`src/rtl/sonic_pause_pkg.sv`:
```
// Shared types and constants for the 10G MAC pause-frame scheduler.
package sonic_pause_pkg;

  localparam int unsigned QUANTA_W_DEF  = 16;
  localparam int unsigned REFRESH_W_DEF = 16;
  localparam int unsigned XON_QUANTA    = 0;

  typedef enum logic [2:0] {
    IDLE      = 3'd0,
    XOFF_SEND = 3'd1,
    XOFF_HOLD = 3'd2,
    XON_SEND  = 3'd3,
    SW_SEND   = 3'd4
  } pause_state_e;

endpackage

```
`src/rtl/sonic_v1_15_pause_refresh_timer.sv`:
```
// XOFF refresh down-counter: load, decrement, registered zero flag.
module sonic_v1_15_pause_refresh_timer #(
  parameter int unsigned W = 16
) (
  input  logic         clk,
  input  logic         reset,
  input  logic         load_i,
  input  logic [W-1:0] load_val_i,
  input  logic         dec_i,
  output logic         zero_o
);

  logic [W-1:0] count_q;
  logic         zero_q;

  // Load wins over decrement; the zero flag tracks the count it belongs to.
  always_ff @(posedge clk) begin
    if (reset) begin
      count_q <= '0;
      zero_q  <= 1'b1;
    end else if (load_i) begin
      count_q <= load_val_i;
      zero_q  <= (load_val_i == '0);
    end else if (dec_i && !zero_q) begin
      count_q <= count_q - W'(1);
      zero_q  <= (count_q == W'(1));
    end
  end

  assign zero_o = zero_q;

endmodule

```
`src/rtl/sonic_v1_15_pcs_eth_10g_mac_pause_scheduler.sv`:
```
// Pause scheduler: arbitrates hardware XOFF/XON and software pause requests
// into a single Avalon-ST pause-length stream for the TX timing adapter.
module sonic_v1_15_pcs_eth_10g_mac_pause_scheduler
  import sonic_pause_pkg::*;
#(
  parameter int unsigned QUANTA_W  = QUANTA_W_DEF,
  parameter int unsigned REFRESH_W = REFRESH_W_DEF
) (
  input  logic                 clk,
  input  logic                 reset,
  input  logic                 cfg_enable,
  input  logic [QUANTA_W-1:0]  cfg_pause_quanta,
  input  logic [REFRESH_W-1:0] cfg_refresh_interval,
  input  logic                 hw_xoff_req,
  input  logic                 sw_pause_req,
  input  logic [QUANTA_W-1:0]  sw_pause_quanta,
  output logic                 sw_ack,
  output logic                 out_valid,
  output logic [QUANTA_W-1:0]  out_data,
  input  logic                 out_ready,
  output logic                 xoff_active,
  output logic [15:0]          pause_sent_cnt
);

  pause_state_e        state_q;
  logic                out_valid_q;
  logic [QUANTA_W-1:0] out_data_q;
  logic                sw_ack_q;
  logic                xoff_active_q;
  logic [15:0]         pause_cnt_q;
  logic [15:0]         pause_cnt_d;
  logic                sw_pend_q;
  logic [QUANTA_W-1:0] sw_quanta_q;

  logic hw_on;
  logic accept;
  logic tmr_load;
  logic tmr_dec;
  logic tmr_zero;

  assign hw_on    = cfg_enable & hw_xoff_req;
  assign accept   = out_valid_q & out_ready;
  assign tmr_load = (state_q == XOFF_SEND) & accept;
  assign tmr_dec  = (state_q == XOFF_HOLD) & hw_on & ~tmr_zero;

  sonic_v1_15_pause_refresh_timer #(
    .W (REFRESH_W)
  ) u_refresh_timer (
    .clk        (clk),
    .reset      (reset),
    .load_i     (tmr_load),
    .load_val_i (cfg_refresh_interval),
    .dec_i      (tmr_dec),
    .zero_o     (tmr_zero)
  );

  // Software request latch: a new request always wins over the clear on accept.
  always_ff @(posedge clk) begin
    if (reset) begin
      sw_pend_q   <= 1'b0;
      sw_quanta_q <= '0;
    end else if (sw_pause_req) begin
      sw_pend_q   <= 1'b1;
      sw_quanta_q <= sw_pause_quanta;
    end else if ((state_q == SW_SEND) && accept) begin
      sw_pend_q   <= 1'b0;
    end
  end

  // Scheduler FSM; valid/data are loaded on state entry and held until accepted.
  always_ff @(posedge clk) begin
    if (reset) begin
      state_q       <= IDLE;
      out_valid_q   <= 1'b0;
      out_data_q    <= '0;
      sw_ack_q      <= 1'b0;
      xoff_active_q <= 1'b0;
    end else begin
      sw_ack_q <= 1'b0;
      case (state_q)
        IDLE: begin
          if (hw_on) begin
            state_q       <= XOFF_SEND;
            out_valid_q   <= 1'b1;
            out_data_q    <= cfg_pause_quanta;
            xoff_active_q <= 1'b1;
          end else if (sw_pend_q) begin
            state_q     <= SW_SEND;
            out_valid_q <= 1'b1;
            out_data_q  <= sw_pause_req ? sw_pause_quanta : sw_quanta_q;
          end
        end
        XOFF_SEND: begin
          if (accept) begin
            state_q     <= XOFF_HOLD;
            out_valid_q <= 1'b0;
          end
        end
        XOFF_HOLD: begin
          if (!hw_on) begin
            state_q       <= XON_SEND;
            out_valid_q   <= 1'b1;
            out_data_q    <= QUANTA_W'(XON_QUANTA);
            xoff_active_q <= 1'b0;
          end else if (tmr_zero) begin
            state_q     <= XOFF_SEND;
            out_valid_q <= 1'b1;
            out_data_q  <= cfg_pause_quanta;
          end
        end
        XON_SEND: begin
          if (accept) begin
            state_q     <= IDLE;
            out_valid_q <= 1'b0;
          end
        end
        SW_SEND: begin
          if (accept) begin
            state_q     <= IDLE;
            out_valid_q <= 1'b0;
            sw_ack_q    <= 1'b1;
          end
        end
        default: begin
          state_q       <= IDLE;
          out_valid_q   <= 1'b0;
          xoff_active_q <= 1'b0;
        end
      endcase
    end
  end

  assign pause_cnt_d = pause_cnt_q + 16'd1;

  // Accepted-transfer counter, free-running wrap at 16 bits.
  always_ff @(posedge clk) begin
    if (reset) begin
      pause_cnt_q <= '0;
    end else if (accept) begin
      pause_cnt_q <= pause_cnt_d;
    end
  end

  assign sw_ack         = sw_ack_q;
  assign out_valid      = out_valid_q;
  assign out_data       = out_data_q;
  assign xoff_active    = xoff_active_q;
  assign pause_sent_cnt = pause_cnt_q;

endmodule
```
`config.mk`:
```
export PLATFORM = sky130hd
export DESIGN_NAME = sonic_v1_15_pcs_eth_10g_mac_pause_scheduler
export DESIGN_NICKNAME = d
export VERILOG_FILES = /design/src/rtl/sonic_pause_pkg.sv /design/src/rtl/sonic_v1_15_pause_refresh_timer.sv /design/src/rtl/sonic_v1_15_pcs_eth_10g_mac_pause_scheduler.sv
export SDC_FILE = /design/constraint.sdc
export NUM_CORES = 1
export LEC_CHECK = 0
export CAP_MARGIN = 20
export CORE_MARGIN = 1
export CORE_UTILIZATION = 40
export DETAILED_ROUTE_END_ITERATION = 10
export PLACE_DENSITY_LB_ADDON = 0.15
export SLEW_MARGIN = 20
export SYNTH_ARGS = -nofsm -noshare
export SYNTH_HDL_FRONTEND = slang
export SYNTH_SLANG_ARGS = --single-unit
```
`constraint.sdc`:
```
create_clock -name clk -period 1.9 [get_ports clk]
set_input_delay 0.57 -clock clk [delete_from_list [all_inputs] [get_ports clk]]
set_output_delay 0.57 -clock clk [all_outputs]
set_load 0.01 [all_outputs]
```
==> impl_table.tex, run 1 <==
\begin{tabular}{lr}
\hline
Metric & Value \\
\hline
\multicolumn{2}{l}{\textbf{Outcome}} \\
\quad Run status & finished, final reports clean \\
\multicolumn{2}{l}{\textbf{Setup path}} \\
\quad Buffers \& Inverters on Critical Path & 1 \\
\quad Category of the worst setup path launch point & flip-flop \\
\quad CP Launch Point & pause\_sent\_cnt[2]\$\_SDFFE\_PP0P\_ \\
\quad Peak fanout along the critical path & 5 \\
\quad Gate family responsible for the most delay along the worst path & buffers and inverters \\
\quad R2R Path End & out\_data[6]\$\_SDFFE\_PP0P\_ \\
\quad Endpoint class of the critical path & output port \\
\quad Number of cell instances on the worst register-to-register path & 5 \\
\quad Delay of the slowest cell on the worst path & between 500 and 600 ps \\
\quad Beginning of the worst register-to-register path & u\_refresh\_timer.zero\_o\$\_SDFFE\_PP1P\_ \\
\quad Crit path cell chain & clkdlybuf4s50\_1 \\
\quad CP Data Arrival Time & roughly 1300 ps \\
\quad Worst endpoint required time & approximately 1300 ps \\
\quad CP max-delay cell & sky130\_fd\_sc\_hd\_\_clkdlybuf4s50\_1 \\
\quad CP Class & reg2out \\
\quad Internal reg-to-reg setup slack & $\sim$120 ps \\
\quad Cell depth of the worst setup path & 1 \\
\quad Endpoint of the worst setup timing path & pause\_sent\_cnt[2] \\
\multicolumn{2}{l}{\textbf{Power}} \\
\quad Pwr per Cell Area & about 790 nW/um\^{}2 \\
\quad Switching power & about 970 uW \\
\quad Switching portion of total power & between 20\% and 30\% \\
\quad Leakage & 0.002001 uW \\
\quad Total power of the final layout & around 3900 uW \\
\quad Maximum resistive drop on vdd & $\sim$0.58 mV \\
\quad Design internal power & 2918 uW \\
\quad Part of the total power dissipated in the clock network & around 39\% \\
\quad Logic gate share of total power & 18.9\% \\
\quad Portion of total power attributed to sequential cells & between 40\% and 50\% \\
\multicolumn{2}{l}{\textbf{GRT}} \\
\quad Maximum number of pins on one net before global-route repair & 26 \\
\quad Total GRT Usage & approximately a fifth \\
\quad Number of global-route vias before repair & 3017 \\
\quad Global-route wire length before repair & between 10000 and 15000 um \\
\quad Global-route congestion overflow total & 0 \\
\quad Number of antenna violations at the first check in global routing & 0 \\
\multicolumn{2}{l}{\textbf{Yosys}} \\
\quad Register area share after synthesis & about 44\% \\
\quad Nets in the synthesized netlist & 446 \\
\quad Dominant cells by area after synthesis & sky130\_fd\_sc\_hd\_\_dfxtp\_1, sky130\_fd\_sc\_hd\_\_nor2\_1, sky130\_fd\_sc\_hd\_\_a21oi\_1, sky130\_fd\_sc\_hd\_\_mux2i\_1, sky130\_fd\_sc\_hd\_\_a211oi\_1 \\
\quad Top FF cell, synth & sky130\_fd\_sc\_hd\_\_dfxtp\_1 \\
\quad Cell variety after synth & 46 \\
\quad Netlist Area Pre-Place & $\sim$3300 um\^{}2 \\
\quad Area share of the largest cell type after synthesis & 43.80\% \\
\quad Register bit count reported by yosys & 72 \\
\quad Number of synthesized flops with an enable pin & 0 \\
\quad Yosys synthesis warning count & 0 \\
\quad Gate count of the mapped netlist & about 400 \\
\quad Synthesized area per cell & 8.459 um\^{}2 \\
\quad Proportion of synthesized flip-flops having asynchronous set or reset & 0\% \\
\quad Most area-hungry cell type in the Yosys netlist & sky130\_fd\_sc\_hd\_\_dfxtp\_1 \\
\multicolumn{2}{l}{\textbf{Place}} \\
\quad Port bufs & 88 \\
\quad HPWL after detailed placement & roughly 6000 um \\
\quad Final GP Congestion & 0.8285 \\
\quad Placed cell count & slightly below 600 \\
\multicolumn{2}{l}{\textbf{Clock network}} \\
\quad Cts-stage hold buffer count & 0 \\
\quad Number of sinks on the clock net & about 70 \\
\quad Clock transition at the registers of the reported paths & roughly 80 ps \\
\quad Bufs on Longest Clock Path & 2 \\
\quad Clock tree from TritonCTS & done \\
\quad Clock insertion delay at the later pin of the skew report & roughly 350 ps \\
\quad Root buffer cell & sky130\_fd\_sc\_hd\_\_clkbuf\_8 \\
\quad TritonCTS Buffers & 9 \\
\quad Total number of H-tree levels & 3 \\
\multicolumn{2}{l}{\textbf{Detailed routing}} \\
\quad Detailed-route vias per instance & around 5.1 \\
\quad Detailed-router iteration count before antenna repair & 7 \\
\quad Mean routed wirelength per cell & between 10 and 15 um \\
\quad Total number of vias & 3179 \\
\quad Post-detailed-routing wire length & roughly 8700 um \\
\quad Number of design rule violations left after detail routing & 0 \\
\quad Iteration-0 DRC count of the detailed router & 172 \\
\quad Antenna Violating Nets Remaining & 0 \\
\multicolumn{2}{l}{\textbf{STA}} \\
\quad Final Hold Viols & 0 \\
\quad Final critical-path required period & around 1900 ps \\
\quad RSZ-0062 raised after global routing & false \\
\quad Transition at the pin with the smallest max-transition slack & 522.7 ps \\
\quad Worst slew margin relative to its limit & about two thirds \\
\quad Number of max-slew violations in the final report & 0 \\
\quad Share of the cycle needed by the critical path after routing & just under 100\% \\
\quad Clock Skews & $\sim$7.2 ps \\
\quad Total setup violations reported at the end of the flow & 0 \\
\quad Max Clk Rate & 539.5 MHz \\
\multicolumn{2}{l}{\textbf{Die}} \\
\quad Total die area & 8593 um\^{}2 \\
\quad Core area & a little under 8000 um\^{}2 \\
\quad Die outline width & roughly 90 um \\
\quad DIE HEIGHT & just over 90 um \\
\quad Std-Cell Rows & 32 \\
\quad Starting density of the core & 41.93\% \\
\quad I/O pin cnt & 89 \\
\multicolumn{2}{l}{\textbf{Final layout}} \\
\quad Fill cell instance count of the final layout & about 700 \\
\quad Reg area & approximately 1400 um\^{}2 \\
\quad Layout area overhead & 49.92\% \\
\quad Final net count & $\sim$570 \\
\quad Most common cell after layout, fill and taps aside & sky130\_fd\_sc\_hd\_\_nor2\_1 \\
\quad Final cell count without fillers & 618 \\
\quad Antenna fix cells & 0 \\
\quad Layout cell share with drive strength beyond 1 & between 15 and 20\% \\
\quad Area of the multi-input gates & 1723 um\^{}2 \\
\quad Top library cells by usage in the layout, fill and taps aside & sky130\_fd\_sc\_hd\_\_nor2\_1, sky130\_fd\_sc\_hd\_\_clkdlybuf4s50\_1, sky130\_fd\_sc\_hd\_\_dfxtp\_1 \\
\multicolumn{2}{l}{\textbf{Worst hold path}} \\
\quad Hold crit path type & reg2reg \\
\quad Hold Startpoint & sw\_quanta\_q[15]\$\_SDFF\_PP0\_ \\
\multicolumn{2}{l}{\textbf{Job}} \\
\quad \# Max-Cap Violations & 0 \\
\hline
\end{tabular}
-- cell usage after synthesis (2+ instances only) --
cell	number
sky130_fd_sc_hd__clkbuf_1	17
sky130_fd_sc_hd__nand3_1	10
sky130_fd_sc_hd__o21ai_0	7
sky130_fd_sc_hd__a31oi_1	3
sky130_fd_sc_hd__and3_1	3
sky130_fd_sc_hd__nor2_1	79
sky130_fd_sc_hd__xnor2_1	12
sky130_fd_sc_hd__buf_2	6
sky130_fd_sc_hd__xor2_1	5
sky130_fd_sc_hd__or3_1	7
sky130_fd_sc_hd__a221oi_1	2
sky130_fd_sc_hd__nor3_1	12
sky130_fd_sc_hd__a32oi_1	5
sky130_fd_sc_hd__a21oi_1	37
sky130_fd_sc_hd__o211ai_1	3
sky130_fd_sc_hd__nor4_2	3
sky130_fd_sc_hd__nand4_1	5
sky130_fd_sc_hd__nor4_1	8
sky130_fd_sc_hd__and2_1	3
sky130_fd_sc_hd__mux2i_1	16
sky130_fd_sc_hd__dfxtp_1	72
sky130_fd_sc_hd__a211oi_1	20
sky130_fd_sc_hd__inv_1	8
sky130_fd_sc_hd__buf_6	2
sky130_fd_sc_hd__nand2_1	21
sky130_fd_sc_hd__ha_1	3
-- power groups by stage --
stage                     Combinational [uW]  Sequential [uW]  Clock, uW
after floorplan                          290             1700          0
after global placement                   675             1670          0
after detailed placement                 684             1670          0
after CTS                                686             1640       1550
after global routing                     799             1650       1630
final                                    734             1640       1510
-- timing repair --
item | 4_1_cts | 5_1_grt
gates cloned | 0 | 2
pin swaps | 1 | 4
setup endpoints to repair | 6 | 27
setup buffers | 0 | 5
resized for setup | 5 | 16
-- kinds of logic (layout without fill, tap and decap cells) --
group	after synthesis	after routing	synth area share, %
DFF	72	72	43.80
buffers and inverters	33	160	4.449
muxes	16	16	4.867
adders and majority gates	3	3	1.141
AOI/OAI and AO/OA	85	85	16.46
and+or+nand+nor	163	163	24.75
xor gates and xnor gates	17	17	4.525
-- registers in the layout, indices dropped and copies added, names as in the netlist --
| name | cells |
|---|---|
| u_refresh_timer.zero_o | 1 |
| sw_ack | 1 |
| out_data | 16 |
| u_refresh_timer.count_q | 16 |
| xoff_active | 1 |
| sw_pend_q | 1 |
| state_q | 3 |
| sw_quanta_q | 16 |
| pause_sent_cnt | 16 |
| out_valid | 1 |
-- area by class of cell --
cell class	count	share of cell area (%)
Inverter	8	0.6087
Clock buffer	10	2.790
Timing Repair Buffer	136	27.39
Multi-Input combinational cell	284	34.92
Clock inverter	6	2.333
Tap cell	102	2.587
Sequential cell	72	29.37
-- per-stage QoR --
stage               hold WS, ps  TNS [ps]  setup WS [ps]  util [%]  instance area [um^2]
floorplan                 455.7         0          214.7         -                  3291
global placement          469.7     -9687         -293.7     58.07                  4557
detailed placement        483.9    -10810         -344.8     58.07                  4557
CTS                       502.4         0          6.343     61.27                  4808
global route              523.9         0         0.4725     62.87                  4933
finish                    497.9         0          46.37     62.87                  4933
-- metal layers --
| metal | GRT usage (%) | routed length, um | vias up |
|---|---|---|---|
| met3 | 5.829 | 381 | 6 |
| met2 | 33.83 | 4103 | 70 |
| met5 | 0 | 0 | - |
| met4 | 5.769 | 64 | 0 |
| li1 | - | - | 1625 |
| met1 | 27.63 | 4139 | 1478 |
-- worst min-delay path by stage --
stage	endpoint	slack, ps	depth (start not counted)
6_report	sw_quanta_q[15]$_SDFF_PP0_	500	2
4_1_cts	sw_quanta_q[15]$_SDFF_PP0_	500	2
3_5_place_dp	sw_quanta_q[15]$_SDFF_PP0_	480	2
2_1_floorplan	sw_quanta_q[0]$_SDFF_PP0_	460	2
5_1_grt	out_data[3]$_SDFFE_PP0P_	520	2
3_3_place_gp	sw_quanta_q[15]$_SDFF_PP0_	470	2
Power figures use the tool's default switching activity.
==> run 2: changes to the inputs <==
ABC_AREA = 1   (was default)
CORE_UTILIZATION = 36   (was 40)
CTS_BUF_LIST = sky130_fd_sc_hd__clkbuf_16   (was default)
==> run 2 against run 1 <==
Effect of this change: clock power grew 15%; non-clock buffer count shrank 14; clock skew shrank 3.2 ps; combinational power grew to 2.7 times the previous value; synthesized cell count grew 46%; critical path depth is the same; register-to-register slack gained 230 ps; power grew 44%; first-iteration DRC count shrank 35%; clock-buffer cell count shrank 1; critical path type unchanged; critical endpoint is now pause_sent_cnt[6]; largest power group is now combinational cells.
==> impl_table.tex, run 2 <==
\begin{tabular}{lr}
\hline
Metric & Value \\
\hline
\multicolumn{2}{l}{\textbf{Outcome}} \\
\quad Run status & finished, final reports clean \\
\multicolumn{2}{l}{\textbf{Yosys}} \\
\quad Yosys synthesis warning count & 0 \\
\quad Share of synthesized cell area in full adder, half adder and majority cells & less than 1\% \\
\quad Nets in the synthesized netlist & 623 \\
\quad Synthesized area per cell & about 6.6 um\^{}2 \\
\quad Area share of xor/xnor cells in the synthesized design & 0.6986\% \\
\quad Register bit count reported by yosys & 72 \\
\quad Synth Area in Simple Gates & between 30\% and 40\% \\
\quad Area share of the largest cell type after synthesis & about two fifths \\
\quad Proportion of synthesized flip-flops having asynchronous set or reset & 0\% \\
\quad Cell types with the highest counts after synthesis & sky130\_fd\_sc\_hd\_\_nand2\_1, sky130\_fd\_sc\_hd\_\_nor2\_1, sky130\_fd\_sc\_hd\_\_dfxtp\_1 \\
\quad Cell with the most instances after synthesis & sky130\_fd\_sc\_hd\_\_nand2\_1 \\
\quad Register area share after synthesis & 38.32\% \\
\quad Compound-Gate Fraction of Synth Area & between 8 and 9\% \\
\quad Main combinational cell family by area after synthesis & simple AND/OR/NAND/NOR gates \\
\quad Gate count of the mapped netlist & roughly 570 \\
\quad Top FF cell, synth & sky130\_fd\_sc\_hd\_\_dfxtp\_1 \\
\quad Number of synthesized flops with an enable pin & 0 \\
\quad Mux share of post-synthesis cell area & 4.258\% \\
\quad Netlist Area Pre-Place & 3761 um\^{}2 \\
\quad Dominant cells by area after synthesis & sky130\_fd\_sc\_hd\_\_dfxtp\_1, sky130\_fd\_sc\_hd\_\_nand2\_1, sky130\_fd\_sc\_hd\_\_nor2\_1, sky130\_fd\_sc\_hd\_\_inv\_1, sky130\_fd\_sc\_hd\_\_mux2i\_1 \\
\quad Cell variety after synth & 36 \\
\quad Most area-hungry cell type in the Yosys netlist & sky130\_fd\_sc\_hd\_\_dfxtp\_1 \\
\multicolumn{2}{l}{\textbf{Final layout}} \\
\quad Reg area & 1446 um\^{}2 \\
\quad Area of the multi-input gates & between 1500 and 2000 um\^{}2 \\
\quad Layout area overhead & 40.75\% \\
\quad Final net count & approximately 740 \\
\quad Antenna fix cells & 0 \\
\quad Layout cell share with drive strength beyond 1 & $\sim$11\% \\
\quad Fill cell instance count of the final layout & a little under 1000 \\
\quad Top library cells by usage in the layout, fill and taps aside & sky130\_fd\_sc\_hd\_\_nand2\_1, sky130\_fd\_sc\_hd\_\_nor2\_1, sky130\_fd\_sc\_hd\_\_clkdlybuf4s50\_1 \\
\quad Most common cell after layout, fill and taps aside & sky130\_fd\_sc\_hd\_\_nand2\_1 \\
\multicolumn{2}{l}{\textbf{Setup path}} \\
\quad Beginning of the worst register-to-register path & pause\_sent\_cnt[1]\$\_SDFFE\_PP0P\_ \\
\quad Endpoint class of the critical path & output port \\
\quad Gate family responsible for the most delay along the worst path & buffers and inverters \\
\quad CP Class & reg2out \\
\quad Worst endpoint required time & 1330 ps \\
\quad CP Launch Point & pause\_sent\_cnt[6]\$\_SDFFE\_PP0P\_ \\
\quad Delay of the slowest cell on the worst path & 560 ps \\
\quad CP max-delay cell & sky130\_fd\_sc\_hd\_\_clkdlybuf4s50\_1 \\
\quad Category of the worst setup path launch point & flip-flop \\
\quad CP Data Arrival Time & between 1000 and 1500 ps \\
\quad Peak fanout along the critical path & 4 \\
\quad Buffers \& Inverters on Critical Path & 1 \\
\quad Crit path cell chain & clkdlybuf4s50\_1 \\
\multicolumn{2}{l}{\textbf{Worst hold path}} \\
\quad Hold Startpoint & pause\_sent\_cnt[14]\$\_SDFFE\_PP0P\_ \\
\quad Hold crit path type & reg2reg \\
\multicolumn{2}{l}{\textbf{Power}} \\
\quad Maximum resistive drop on vdd & 0.5442 mV \\
\quad Pwr per Cell Area & 1059 nW/um\^{}2 \\
\quad Total power of the final layout & 5606 uW \\
\quad Leakage & 0.002362 uW \\
\multicolumn{2}{l}{\textbf{Detailed routing}} \\
\quad Detailed-route vias per instance & 4.648 \\
\quad Mean routed wirelength per cell & about 12 um \\
\quad Antenna Violating Nets Remaining & 0 \\
\quad Total number of vias & between 3000 and 4000 \\
\quad Number of design rule violations left after detail routing & 0 \\
\quad Detailed-router iteration count before antenna repair & 6 \\
\quad Post-detailed-routing wire length & between 9000 and 10000 um \\
\quad Iteration-0 DRC count of the detailed router & 112 \\
\multicolumn{2}{l}{\textbf{STA}} \\
\quad Share of the cycle needed by the critical path after routing & between 90\% and 100\% \\
\quad Max Clk Rate & 543.1 MHz \\
\quad Clock Skews & a little over 4 ps \\
\quad Total setup violations reported at the end of the flow & 0 \\
\quad Worst slew margin relative to its limit & 72.80\% \\
\quad RSZ-0062 raised after global routing & false \\
\quad Smallest hold slack & 477.4 ps \\
\quad Transition at the pin with the smallest max-transition slack & between 400 and 500 ps \\
\quad Number of max-slew violations in the final report & 0 \\
\quad Final critical-path required period & 1841 ps \\
\quad Final Hold Viols & 0 \\
\multicolumn{2}{l}{\textbf{GRT}} \\
\quad GR Layer Usage met2 & a little under a third \\
\quad Global-route wire length before repair & $\sim$17000 um \\
\quad Maximum number of pins on one net before global-route repair & 24 \\
\quad Global routing's busiest layer & met2 \\
\quad Number of antenna violations at the first check in global routing & 0 \\
\quad Number of global-route vias before repair & between 3000 and 4000 \\
\quad Global Route met3 Usage & 3.509\% \\
\quad Global-route congestion overflow total & 0 \\
\quad GR met1 Demand/Resource & 24.63\% \\
\quad Total GRT Usage & 18.57\% \\
\multicolumn{2}{l}{\textbf{Die}} \\
\quad DIE HEIGHT & between 100 and 150 um \\
\quad Starting density of the core & a little under two fifths \\
\quad I/O pin cnt & 89 \\
\quad Std-Cell Rows & 36 \\
\quad Core area & around 10000 um\^{}2 \\
\quad Die outline width & between 100 and 150 um \\
\quad Total die area & 10860 um\^{}2 \\
\multicolumn{2}{l}{\textbf{Place}} \\
\quad HPWL after detailed placement & 7104 um \\
\quad Final GP Congestion & approximately 0.84 \\
\quad Port bufs & just under 90 \\
\multicolumn{2}{l}{\textbf{Clock network}} \\
\quad Number of sinks on the clock net & between 70 and 80 \\
\quad Root buffer cell & sky130\_fd\_sc\_hd\_\_clkbuf\_16 \\
\quad Clock tree from TritonCTS & done \\
\quad Cts-stage hold buffer count & 0 \\
\quad Bufs on Longest Clock Path & 2 \\
\quad Clock insertion delay at the later pin of the skew report & about 320 ps \\
\quad Clock transition at the registers of the reported paths & $\sim$60 ps \\
\quad TritonCTS Buffers & 9 \\
\quad Total number of H-tree levels & 3 \\
\multicolumn{2}{l}{\textbf{Job}} \\
\quad \# Max-Cap Violations & 0 \\
\hline
\end{tabular}
run 2: changes by cell type in the layout (fill, tap and decap cells not counted), moves of 7 or more:
| cell | change |
|---|---|
| sky130_fd_sc_hd__nand2_1 | +134 |
| sky130_fd_sc_hd__inv_1 | +50 |
| sky130_fd_sc_hd__nor2_1 | +29 |
| sky130_fd_sc_hd__o21ai_0 | +22 |
| sky130_fd_sc_hd__a211oi_1 | -19 |
| sky130_fd_sc_hd__nand3_1 | +17 |
| sky130_fd_sc_hd__a21oi_1 | -13 |
| sky130_fd_sc_hd__xnor2_1 | -12 |
| sky130_fd_sc_hd__buf_4 | -10 |
| sky130_fd_sc_hd__clkbuf_8 | -10 |
| sky130_fd_sc_hd__clkdlybuf4s50_1 | +10 |
| sky130_fd_sc_hd__nor4_1 | -8 |
| sky130_fd_sc_hd__clkbuf_16 | +7 |
| sky130_fd_sc_hd__or3_1 | -7 |
run 2: path summary, 6_finish.rpt:
kind / endpoint / slack, ps / depth (start not counted)
worst max-delay path: pause_sent_cnt[6] / 60 / 1
worst min-delay path: pause_sent_cnt[14]$_SDFFE_PP0P_ / 480 / 2
worst max register to register: pause_sent_cnt[14]$_SDFFE_PP0P_ / 350 / 8
worst min register to register: pause_sent_cnt[14]$_SDFFE_PP0P_ / 480 / 2
run 2: metrics by stage:
stage          cells  instance area (um^2)  util (%)  setup WS, ps  TNS [ps]
2_1_floorplan    566                  3761         -         370.1         0
3_3_place_gp     800                  4979     50.01        -119.0     -2376
3_5_place_dp     800                  4979     50.01        -174.8     -3835
4_1_cts          816                  5285     53.09         15.57         0
5_1_grt          816                  5294     53.18         7.772         0
6_report         816                  5294     53.18         58.80         0
run 2: kinds of logic (layout without fill, tap and decap cells):
family	count (synthesis)	after routing
and+or+nand+nor	326	326
buffers and inverters	83	200
DFF	72	72
AOI/OAI and AO/OA	63	63
muxes	16	16
adders and majority gates	3	3
xor gates and xnor gates	3	3
run 2: power breakdown:
part / switching [uW] / total, uW / internal [uW]
Combinational: 1020 / 1980 / 962
Sequential: 157 / 1900 / 1740
Clock: 695 / 1730 / 1030
Total: 1870 / 5610 / 3740
run 2: what timing repair did:
action                     4_1_cts  5_1_grt
gates resized for setup          1        5
setup endpoints to repair        1        4
pin swaps                        0        0
buffers inserted                 0        0
run 2: routing by layer:
layer | wire, um | share of wire (%)
met5 | 0 | 0
met1 | 4611 | 48
met2 | 4438 | 46
met3 | 409 | 4.3
met4 | 85 | 0.89
run 2: area by class of cell:
type	count	share of cell area, %
Clock buffer	9	4.254
Sequential cell	72	27.32
Inverter	62	4.396
Tap cell	133	3.143
Multi-Input combinational cell	411	36.92
Timing Repair Buffer	122	22.45
Clock inverter	7	1.513
==> run 3: changes to the inputs <==
CTS_CLUSTER_DIAMETER = 150   (was default)
CTS_CLUSTER_SIZE = 40   (was default)
==> results of run 3 <==
The final DEF is identical to that of run 2; final timing and power are the same.
